<file path="src/rtl/timer_ctrl.sv">
// ============================================================================
// timer_ctrl : prescaled down-counting timer, 4-entry register map, sticky irq
// Rev 1.0
// ============================================================================
`default_nettype none

module timer_ctrl #(
  parameter int CNT_W = 16,
  parameter int PSC_W = 8
) (
  input  logic             i_clk,
  input  logic             i_rst,
  input  logic [1:0]       i_addr,
  input  logic             i_we,
  input  logic [CNT_W-1:0] i_wdata,
  output logic [CNT_W-1:0] o_rdata,
  output logic             o_irq,
  output logic             o_busy,
  output logic [CNT_W-1:0] o_cnt
);

  typedef enum logic [1:0] {
    IDLE = 2'd0,
    ARM  = 2'd1,
    RUN  = 2'd2,
    DONE = 2'd3
  } state_t;

  state_t           r_state;
  logic             r_en;
  logic             r_auto;
  logic             r_irq;
  logic [CNT_W-1:0] r_load;
  logic [PSC_W-1:0] r_psc;
  logic [PSC_W-1:0] r_psc_div;
  logic [PSC_W-1:0] r_psc_cnt;
  logic [CNT_W-1:0] r_cnt;

  logic w_wr_ctrl;
  logic w_wr_load;
  logic w_wr_psc;
  logic w_irq_clr;
  logic w_stop;

  assign w_wr_ctrl = i_we && (i_addr == 2'b00);
  assign w_wr_load = i_we && (i_addr == 2'b01);
  assign w_wr_psc  = i_we && (i_addr == 2'b10);
  assign w_irq_clr = w_wr_ctrl && i_wdata[2];
  assign w_stop    = w_wr_ctrl && !i_wdata[0];

  always_ff @(posedge i_clk) begin
    if (i_rst) begin
      r_state   <= IDLE;
      r_en      <= 1'b0;
      r_auto    <= 1'b0;
      r_irq     <= 1'b0;
      r_load    <= '0;
      r_psc     <= '0;
      r_psc_div <= '0;
      r_psc_cnt <= '0;
      r_cnt     <= '0;
    end else begin
      if (w_wr_load) r_load <= i_wdata;
      if (w_wr_psc)  r_psc  <= i_wdata[PSC_W-1:0];
      if (w_wr_ctrl) begin
        r_en   <= i_wdata[0];
        r_auto <= i_wdata[1];
      end
      // Clear first so that a same-edge expiry below overrides it.
      if (w_irq_clr) r_irq <= 1'b0;

      case (r_state)
        IDLE: begin
          if (w_wr_ctrl && i_wdata[0]) r_state <= ARM;
        end
        ARM: begin
          if (w_stop) begin
            r_state <= IDLE;
          end else begin
            r_cnt     <= r_load;
            r_psc_div <= r_psc;
            r_psc_cnt <= '0;
            if (r_load == '0) begin
              r_state <= DONE;
              r_irq   <= 1'b1;
            end else begin
              r_state <= RUN;
            end
          end
        end
        RUN: begin
          if (w_stop) begin
            r_state <= IDLE;
          end else if (r_psc_cnt == r_psc_div) begin
            r_psc_cnt <= '0;
            if (r_cnt != '0) r_cnt <= r_cnt - 1'b1;
            if (r_cnt <= CNT_W'(1)) begin
              r_state <= DONE;
              r_irq   <= 1'b1;
            end
          end else begin
            r_psc_cnt <= r_psc_cnt + 1'b1;
          end
        end
        DONE: begin
          if (w_stop) begin
            r_state <= IDLE;
          end else if (r_auto) begin
            r_state <= ARM;
          end else begin
            r_state <= IDLE;
            r_en    <= 1'b0;
          end
        end
        default: r_state <= IDLE;
      endcase
    end
  end

  always_comb begin
    o_rdata = '0;
    case (i_addr)
      2'b00:   o_rdata = {{(CNT_W-3){1'b0}}, r_irq, r_auto, r_en};
      2'b01:   o_rdata = r_load;
      2'b10:   o_rdata = {{(CNT_W-PSC_W){1'b0}}, r_psc};
      default: o_rdata = r_cnt;
    endcase
  end

  assign o_irq  = r_irq;
  assign o_busy = (r_state != IDLE);
  assign o_cnt  = r_cnt;

endmodule

`default_nettype wire

</file>
<file path="config.mk">
export PLATFORM = sky130hd
export DESIGN_NAME = timer_ctrl
export DESIGN_NICKNAME = d
export VERILOG_FILES = /design/src/rtl/timer_ctrl.sv
export SDC_FILE = /design/constraint.sdc
export NUM_CORES = 1
export LEC_CHECK = 0
export CORE_ASPECT_RATIO = 2
export CORE_UTILIZATION = 54
export CTS_CLUSTER_DIAMETER = 50
export DETAILED_ROUTE_END_ITERATION = 7
export HOLD_SLACK_MARGIN = 0.02
export PLACE_DENSITY = 0.88
export SETUP_SLACK_MARGIN = 0.05
export SLEW_MARGIN = 10
export SYNTH_ARGS = -nofsm -noshare
export SYNTH_HDL_FRONTEND = slang
export SYNTH_SLANG_ARGS = --single-unit
</file>
<file path="constraint.sdc">
create_clock -name i_clk -period 3.45 [get_ports i_clk]
set_clock_uncertainty 0.05 [all_clocks]
set_input_delay 1.035 -clock i_clk [delete_from_list [all_inputs] [get_ports i_clk]]
set_output_delay 1.035 -clock i_clk [all_outputs]
set_load 0.01 [all_outputs]
</file>
==> metrics.yaml <==
power_leakage_nw: 1.88
clk_pin_slew_ps: 50
ys_warn_count: 0
max_cap_viol_count: 0
outcome: "completed"
ys.flop_type: "dfxtp_1"
die_x_um: 58.6
cts_root_buf: "clkbuf_16"
path_class: "in -> out"
yosysTopAreaCell: "dfxtp_1"
ant_nets: 0
diodes: 0
drc: 0
fin_ws_ps: 86.1
place.gp.congestion: 0.993
drive_gt1_frac: 0.127
slew_headroom: 0.473
syn_nets: 450
synthArstFlopShare: 0
io_pins: 55
crit_path_max_fanout: 4
start_util: 0.566
nets: 516
ys_seq_elements: 61
via_count: 3612
cts_tree: "built"
grt_max_degree: 40
rsz0062_at_grt: "no"
via_per_inst: 6.30
worstMarginPinSlew_ps: 791
worstPathRequired_ps: 2360
syn_avg_cell_area_um2: 8.23
fin_crit_ps: 3360
min_path_type: "reg -> reg"
synth_area_um2: 3450
clkLatencyLatePin_ps: 340
cts.htree.levels: 3
crit_arrival_ps: 2280
avgRoutedWirePerCell_um: 19.7
synth_edf_count: 0
cts.sinks: 61
timing.fmax_ghz: 0.297
routed_wl_um: 11300
ir_drop_mv: 0.418
worstSetupEndpointType: "primary output"
antenna_found_initial: 0
post-route-period-util: 0.975
syn_inst: 420
cp-start-kind: "input pin"
seq_area_frac_synth: 0.353
fin_tns_setup_ps: 0
place_ws_ps: -389
synth.top_cell.area_share: 0.353
finalSetupViolCount: 0
powerDensity_nw_per_um2: 568
final-hold-violation-count: 0
hpwlAfterDp_um: 8080
grt.total_usage: 0.372
synthToLayoutAreaGrowth_pct: 31.0
fp.dieArea_um2: 6740
die_h_um: 115
cts_buffer_depth: 2
drt-initial-drc-count: 351
port_buffers: 54
synth.distinct_cells: 53
grt_pass1_vias: 3708
grt_pass1_wl_um: 18400
synthTopCellsByArea: "dfxtp_1, nand2_1, mux2i_1"
rows: 40
slew_violations: 0
overflow: 0
core_um2: 6110
numCtsBuffers: 9
dr.pass1.iters: 6
-- through the flow --
step	power [mW]	area, µm²	hold WS (ps)	utilization	cells
2_1_floorplan	1.31	3450	398	-	420
4_1_cts	2.55	4520	433	0.740	573
3_3_place_gp	1.58	4200	419	0.688	558
3_5_place_dp	1.60	4200	415	0.688	558
5_1_grt	2.68	4530	459	0.741	573
6_report	2.57	4530	430	0.741	573
-- sequential cells by signal (all words and copies together), names as in the netlist --
signal / count
o_cnt: 16
r_psc_div: 8
r_auto: 1
r_en: 1
o_irq: 1
r_state: 2
r_load: 16
r_psc_cnt: 8
r_psc: 8
-- cell families after synthesis --
family	share of synthesized area
simple gates	0.273
compound gates	0.179
flops	0.353
buf+inv	0.0420
mux	0.0942
xor+xnor	0.0254
fa+ha+maj	0.0326
-- Yosys cell counts (7+ instances only) --
cell,instances
nand2_1,67
dfxtp_1,61
a21oi_1,37
nor2_1,29
clkbuf_1,20
mux2i_1,19
nand3_1,14
nor2b_1,12
inv_1,10
xor2_1,10
a31oi_1,9
ha_1,9
nor4_1,9
a22o_1,8
o311ai_1,8
nor3_1,7
o211ai_1,7
or3_1,7
-- layout make-up --
cell class                      count  area (µm²)
Clock buffer                       10         239
Timing Repair Buffer               82         761
Clock inverter                      4        73.8
Multi-Input combinational cell    322        2090
Tap cell                           84         105
Fill cell                         467        1580
Sequential cell                    61        1220
Inverter                           10        37.5
-- what timing repair did --
action / 4_1_cts / 5_1_grt
setup endpoints to repair: 16 / 2
hold buffers: 0 / 0
gates cloned: 1 / 0
setup buffers: 0 / 0
gates resized for setup: 16 / 2
-- cell usage in the layout, fill, tap and decap left out, types with 8 or more instances in the layout --
cell type,count
xor2_1,10
nand3_1,14
clkdlybuf4s50_1,42
a22o_1,8
dfxtp_1,61
clkbuf_16,9
a31oi_1,9
ha_1,9
a21oi_1,37
inv_1,10
nor2b_1,12
nand2_1,67
mux2i_1,19
nor2_1,29
nor4_1,9
buf_4,24
dlygate4sd2_1,8
o311ai_1,8
-- power by group --
group | switching (mW) | total, mW | leakage (nW) | internal, mW
clock | 0.313 | 0.955 | 0.154 | 0.642
combinational | 0.500 | 0.819 | 1.24 | 0.319
sequential | 0.0535 | 0.796 | 0.494 | 0.743
total | 0.866 | 2.57 | 1.88 | 1.70
-- layer usage --
layer,part of all wire,global-route usage
met1,0.33,0.353
met2,0.51,0.638
met3,0.072,0.108
met4,0.087,0.311
met5,0,0
-- final timing paths --
| check | start | endpoint | slack (ps) | cells after the start |
|---|---|---|---|---|
| max | i_addr[1] | o_rdata[9] | 90 | 5 |
| min | r_psc_div[4]$_SDFFE_PP0P_ | r_psc_div[4]$_SDFFE_PP0P_ | 430 | 2 |
| max reg2reg | r_state[0]$_SDFFE_PP0P_ | o_cnt[15]$_SDFFE_PP0P_ | 710 | 7 |
| min reg2reg | r_psc_div[4]$_SDFFE_PP0P_ | r_psc_div[4]$_SDFFE_PP0P_ | 430 | 2 |
-- critical path, stage by stage --
cell and delay [ps]:
clkdlybuf4s15_2 250, clkbuf_4 210, mux2i_1 130, nor2b_1 110, clkdlybuf4s50_1 540
Note: power is estimated with default switching activity, not from simulation.
